===== config.mk =====
export PLATFORM = sky130hd
export DESIGN_NAME = pc_unit_flat
export DESIGN_NICKNAME = d
export VERILOG_FILES = /design/src/rtl/pc_unit_if.sv /design/src/rtl/pc_unit.sv /design/src/flat_wrapper.sv
export SDC_FILE = /design/constraint.sdc
export NUM_CORES = 1
export LEC_CHECK = 0
export CORE_MARGIN = 3
export CORE_UTILIZATION = 35
export CTS_CLUSTER_DIAMETER = 30
export CTS_CLUSTER_SIZE = 28
export DETAILED_ROUTE_END_ITERATION = 7
export GPL_ROUTABILITY_DRIVEN = 0
export SLEW_MARGIN = 20
export SYNTH_ARGS = -nofsm -noshare
export SYNTH_HDL_FRONTEND = slang
export SYNTH_SLANG_ARGS = --single-unit

===== constraint.sdc =====
create_clock -name clk -period 3.5 [get_ports clk]
set_input_delay 1.05 -clock clk [delete_from_list [all_inputs] [get_ports clk]]
set_output_delay 1.05 -clock clk [all_outputs]
set_load 0.02 [all_outputs]

===== src/rtl/pc_unit_if.sv =====
// Fetch-stage PC unit bus: pipeline control in, fetch address and status out.
interface pc_unit_if #(
    parameter int unsigned WIDTH = 32
);
    logic             PC_en;
    logic             redirect_valid;
    logic [WIDTH-1:0] redirect_target;
    logic             exc_req;
    logic             eret;
    logic [WIDTH-1:0] epc;
    logic [WIDTH-1:0] PC;
    logic [WIDTH-1:0] PC4;
    logic             redirect_pending;
    logic             fetch_fault;

    modport master (
        output PC_en, redirect_valid, redirect_target, exc_req, eret, epc,
        input  PC, PC4, redirect_pending, fetch_fault
    );

    modport slave (
        input  PC_en, redirect_valid, redirect_target, exc_req, eret, epc,
        output PC, PC4, redirect_pending, fetch_fault
    );
endinterface


===== src/rtl/pc_unit.sv =====
// Program-counter unit with stall-safe one-entry redirect buffer.
// Define PC_RANGE_CHECK_EN to build the fetch address range/alignment fault check.
module pc_unit #(
    parameter int unsigned      WIDTH          = 32,
    parameter logic [WIDTH-1:0] RESET_VECTOR   = 32'h0000_3000,
    parameter logic [WIDTH-1:0] HANDLER_VECTOR = 32'h0000_4180,
    parameter logic [WIDTH-1:0] IMEM_BASE      = 32'h0000_3000,
    parameter logic [WIDTH-1:0] IMEM_LIMIT     = 32'h0000_6FFF
) (
    input logic       clk,
    input logic       reset,
    pc_unit_if.slave  bus
);
    typedef enum logic {RUN, PEND} state_t;

    localparam logic [WIDTH-1:0] FOUR = {{(WIDTH-3){1'b0}}, 3'd4};

    state_t           state, state_nxt;
    logic [WIDTH-1:0] pc, pc_nxt;
    logic [WIDTH-1:0] pend_target, pend_nxt;
    logic [WIDTH-1:0] pc_plus4;

    assign pc_plus4 = pc + FOUR;

    always_ff @(posedge clk or posedge reset) begin
        if (reset) begin
            state       <= RUN;
            pc          <= RESET_VECTOR;
            pend_target <= '0;
        end else begin
            state       <= state_nxt;
            pc          <= pc_nxt;
            pend_target <= pend_nxt;
        end
    end

    // Exception/eret bypass the stall; a redirect seen with exc_req is dropped, not buffered.
    always_comb begin
        state_nxt = state;
        pc_nxt    = pc;
        pend_nxt  = pend_target;
        if (bus.exc_req) begin
            pc_nxt    = HANDLER_VECTOR;
            state_nxt = RUN;
            pend_nxt  = '0;
        end else if (bus.eret) begin
            pc_nxt    = bus.epc;
            state_nxt = RUN;
            pend_nxt  = '0;
        end else if (bus.PC_en) begin
            state_nxt = RUN;
            if (bus.redirect_valid) begin
                pc_nxt = bus.redirect_target;
            end else if (state == PEND) begin
                pc_nxt = pend_target;
            end else begin
                pc_nxt = pc_plus4;
            end
        end else if (bus.redirect_valid) begin
            pend_nxt  = bus.redirect_target;
            state_nxt = PEND;
        end
    end

    assign bus.PC               = pc;
    assign bus.PC4              = pc_plus4;
    assign bus.redirect_pending = (state == PEND);

`ifdef PC_RANGE_CHECK_EN
    assign bus.fetch_fault = (pc[1:0] != 2'b00) || (pc < IMEM_BASE) || (pc > IMEM_LIMIT);
`else
    assign bus.fetch_fault = 1'b0;
`endif
endmodule


===== src/flat_wrapper.sv =====
// flat-port wrapper written by rule: the top's interface ports become plain ports
module pc_unit_flat 
#(
    parameter int unsigned      WIDTH          = 32,
    parameter logic [WIDTH-1:0] RESET_VECTOR   = 32'h0000_3000,
    parameter logic [WIDTH-1:0] HANDLER_VECTOR = 32'h0000_4180,
    parameter logic [WIDTH-1:0] IMEM_BASE      = 32'h0000_3000,
    parameter logic [WIDTH-1:0] IMEM_LIMIT     = 32'h0000_6FFF
)
  (clk, reset, bus_PC_en, bus_redirect_valid, bus_redirect_target, bus_exc_req, bus_eret, bus_epc, bus_PC, bus_PC4, bus_redirect_pending, bus_fetch_fault);
  pc_unit_if #(.WIDTH(WIDTH)) bus_i ();
  input logic clk;
  input logic reset;
  input wire logic [$bits(bus_i.PC_en)-1:0] bus_PC_en;
  input wire logic [$bits(bus_i.redirect_valid)-1:0] bus_redirect_valid;
  input wire logic [$bits(bus_i.redirect_target)-1:0] bus_redirect_target;
  input wire logic [$bits(bus_i.exc_req)-1:0] bus_exc_req;
  input wire logic [$bits(bus_i.eret)-1:0] bus_eret;
  input wire logic [$bits(bus_i.epc)-1:0] bus_epc;
  output wire logic [$bits(bus_i.PC)-1:0] bus_PC;
  output wire logic [$bits(bus_i.PC4)-1:0] bus_PC4;
  output wire logic [$bits(bus_i.redirect_pending)-1:0] bus_redirect_pending;
  output wire logic [$bits(bus_i.fetch_fault)-1:0] bus_fetch_fault;
  assign bus_i.PC_en = bus_PC_en;
  assign bus_i.redirect_valid = bus_redirect_valid;
  assign bus_i.redirect_target = bus_redirect_target;
  assign bus_i.exc_req = bus_exc_req;
  assign bus_i.eret = bus_eret;
  assign bus_i.epc = bus_epc;
  assign bus_PC = bus_i.PC;
  assign bus_PC4 = bus_i.PC4;
  assign bus_redirect_pending = bus_i.redirect_pending;
  assign bus_fetch_fault = bus_i.fetch_fault;
  pc_unit #(.WIDTH(WIDTH), .RESET_VECTOR(RESET_VECTOR), .HANDLER_VECTOR(HANDLER_VECTOR), .IMEM_BASE(IMEM_BASE), .IMEM_LIMIT(IMEM_LIMIT)) u_core (.clk(clk), .reset(reset), .bus(bus_i));
endmodule

==> summary.md <==
| Metric | Value |
|---|---|
| Via count of the first global-routing pass | `~4500` |
| Longest Clk Path Bufs | `2` |
| Share of post-route cells with drive strength above 1 | `0.209` |
| Die width | `~110 µm` |
| Number of I/O pins | `136` |
| DR iter-0 viols | `around 340` |
| Element type at the critical path end | `primary output` |
| Die span in y | `~110 µm` |
| Post-synth top area cell | `sky130_fd_sc_hd__dfrtp_1` |
| Slack of the critical path | `0.0914 ns` |
| Final-report max-slew violation count | `0` |
| Diodes inserted | `0` |
| Number of antenna violations at the first check in global routing | `0` |
| Number of distinct standard cells referenced by the synthesized netlist | `65` |
| Share of async-settable or async-resettable flops after synthesis | `1.00` |
| Count of flip-flops with a built-in enable after synthesis | `0` |
| Slew headroom | `0.463` |
| Fill count | `roughly 1100` |
| Nets in the synthesized netlist | `between 500 and 600` |
| Fraction of met3 tracks used by global routing | `0.0395` |
| RR Startpoint | `u_core.bus.PC[2]$_DFFE_PP0P_` |
| Final setup vio count | `0` |
| Top post-synthesis cells by count | `sky130_fd_sc_hd__dfrtp_1 (63), sky130_fd_sc_hd__nor2_1 (39), sky130_fd_sc_hd__nand2_1 (38)` |
| H-tree depth | `3` |
| Gr ovfl total | `0` |
| Max IR drop VDD | `approximately 0.23 mV` |
| Total number of vias | `4467` |
| Core area | `~12000 µm²` |
| Cell with the most instances after synthesis | `sky130_fd_sc_hd__dfrtp_1` |
| Post-route clock skew | `0.00927 ns` |
| Mapped Cells | `about 450` |
| # port buffers | `about 130` |
| Final wirelength | `roughly 16000 µm` |
| Setup Total Neg Slack | `0 ns` |
| Count of unresolved DRC violations after routing | `0` |
| Share of the clock period used by the worst path after layout | `0.974` |
| Worst-Skew Late Latency | `0.33 ns` |
| Share of the synthesized area in the top cell type | `0.380` |
| Critical Setup Path Class | `reg2out` |
| Worst setup path startpoint | `u_core.bus.PC[3]$_DFFE_PP0P_` |
| Number of maximum-capacitance violations | `0` |
| Max Clock Freq | `293 MHz` |
| Leak | `roughly 2.7 nW` |
| Main synth FF type | `sky130_fd_sc_hd__dfrtp_1` |
| Count of endpoints failing hold in the final timing report | `0` |
| Final-stage net count | `694` |
| Pwr per Cell Area | `approximately 380 nW/µm²` |
| Sequential standard cell area | `roughly 1600 µm²` |
| Die area | `~13000 µm²` |
| Critical path arrival | `around 2.4 ns` |
| Crit path time final | `~3.4 ns` |
| Area Overhead vs Synth | `51.0%` |
| Post-Place Worst Slack | `-0.0434 ns` |
| HPWL after detailed placement | `12000 µm` |
| Worst-path fanout max | `4` |
| Mean instance size in the synthesized netlist | `slightly above 9 µm²` |
| Met1 usage in global routing | `0.337` |
| Sequential element share of the synthesized area | `0.393` |
| Number of buffers created by CTS | `9` |
| Flop and latch count out of synthesis | `65` |
| Clk sinks | `65` |
| Hold-fix buffers at CTS | `0` |
| Worst min-delay path startpoint | `u_core.pend_target[3]$_DFFE_PP0P_` |
| Warning count from the yosys run | `0` |
| First drt pass iteration count | `7` |
| Worst Max-Slew Pin Slew | `around 0.8 ns` |
| First-pass GRT wire length | `24700 µm` |
| Maximum number of pins on one net before global-route repair | `32` |
| Met2 usage | `0.381` |
| Number of placement rows | `39` |
| Starting density of the core | `0.360` |
| Mean routed wirelength per cell | `~21 µm` |
| Required time worst endpoint | `2.45 ns` |
| Nature of the critical path startpoint | `register` |
| Post-synthesis cell area | `about 4100 µm²` |
| Clock tree from TritonCTS | `done` |
| Overall Global Routing Usage | `0.238` |
| CTS clk-pin slew, worst paths | `0.05 ns` |
| Most crowded layer after global routing | `met2` |
| Ratio of routed vias to standard cells | `between 5 and 6` |
| Top post-synthesis cells by area | `sky130_fd_sc_hd__dfrtp_1 (38%), sky130_fd_sc_hd__a22o_1 (7.8%), sky130_fd_sc_hd__nor2_1 (3.5%), sky130_fd_sc_hd__nand2_1 (3.4%), sky130_fd_sc_hd__xnor2_1 (2.7%)` |
| Post-detailed-route count of antenna-violating nets | `0` |
| Result of the run | `complete, no violations` |
| CTS Root Cell | `sky130_fd_sc_hd__clkbuf_16` |
| Multi-input logic area | `approximately 2300 µm²` |
| Hold Path Class | `reg2reg` |
| Final core occ | `0.544` |
-- final cells by class --
class	count	share of cell area
clock inverters	3	0.00640
clock buffers	12	0.0410
flip-flops and latches	65	0.260
multi-input cells	336	0.371
inverters	13	0.00780
well taps	143	0.0286
repair buffers	198	0.285
-- worst max-delay path, cell delays in order, from the launching register on --
cell	delay [ns]
sky130_fd_sc_hd__dfrtp_1	0.41
sky130_fd_sc_hd__ha_4	0.17
sky130_fd_sc_hd__nand3_4	0.09
sky130_fd_sc_hd__or4b_4	0.58
sky130_fd_sc_hd__or3_1	0.41
sky130_fd_sc_hd__xnor2_2	0.17
sky130_fd_sc_hd__clkbuf_2	0.20
-- per-layer routing --
metal / vias to the layer above / wire length, µm
li1: 2048 / -
met1: 2172 / 7060
met2: 226 / 7480
met3: 21 / 1180
met4: 0 / 205
met5: - / 0
-- power breakdown --
part / internal [mW] / total, mW / switching, mW
clock network: 0.584 / 0.907 / 0.323
logic: 0.294 / 0.615 / 0.321
registers: 0.791 / 0.832 / 0.0412
-- what timing repair did --
action	in CTS	in global routing
resized for setup	33	25
endpoints found under the setup margin	18	14
pin swaps	2	3
setup buffers	2	0
hold endpoints to repair	0	0
-- flip-flops by register name, indices dropped and copies added, names as in the netlist --
name	cells
u_core.bus.redirect_pending	1
u_core.bus.PC	32
u_core.pend_target	32
-- cells in the final DEF (no fill, tap or decap), drive strengths merged, types with 4 or more instances in the layout --
cell           netlist  routed
clkdlybuf4s50        0     116
o31ai                4       4
a31oi                5       5
o21ai               12      12
buf                 18      68
nand4                9       9
or2                  9       9
inv                 12      12
nor4                 7       7
a22o                37      37
o211ai               8       8
xnor2               13      13
clkbuf              22      19
o22ai                6       6
and3                 8       8
a221oi               7       7
a22oi                5       5
a31o                 7       7
nand3               19      19
nor3                14      14
dlygate4sd2          0       6
a21oi               19      19
a2bb2oi              6       6
nand2b               6       6
nand2               38      38
xor2                10      10
dfrtp               63      63
a311oi               5       5
nor2                39      39
-- per-stage QoR --
step / hold slack (ns) / power [mW] / cell area [µm²] / instances
2_1_floorplan: 0.464 / 1.13 / 4150 / 454
3_3_place_gp: 0.480 / 1.46 / 5950 / 753
3_5_place_dp: 0.487 / 1.46 / 5950 / 753
4_1_cts: 0.499 / 2.36 / 6260 / 770
5_1_grt: 0.513 / 2.44 / 6260 / 770
6_report: 0.505 / 2.35 / 6260 / 770
-- logic make-up (layout without fill, tap and decap cells) --
kind of cell,after synthesis,count (layout),share of synthesized area
buffers and inverters,53,226,0.0640
AND/OR/NAND/NOR,160,160,0.208
flip-flops,65,65,0.393
AO/OA/AOI/OAI,148,148,0.275
adder cells (fa/ha/maj),1,1,0.00302
XOR/XNOR,23,23,0.0486
multiplexers,3,3,0.00785
other,1,1,0.000904
-- worst paths after layout --
path | to | slack, ns | cells after the start
worst max-delay path | bus_PC4[26] | 0.09 | 6
worst min-delay path | u_core.pend_target[3]$_DFFE_PP0P_ | 0.50 | 1
worst max register to register | u_core.bus.PC[21]$_DFFE_PP0P_ | 1.19 | 7
worst min register to register | u_core.pend_target[3]$_DFFE_PP0P_ | 0.50 | 1
max in group asynchronous | u_core.pend_target[2]$_DFFE_PP0P_ | 1.74 | 3
min in group asynchronous | u_core.bus.PC[27]$_DFFE_PP0P_ | 1.14 | 2
Power figures use the tool's default switching activity.
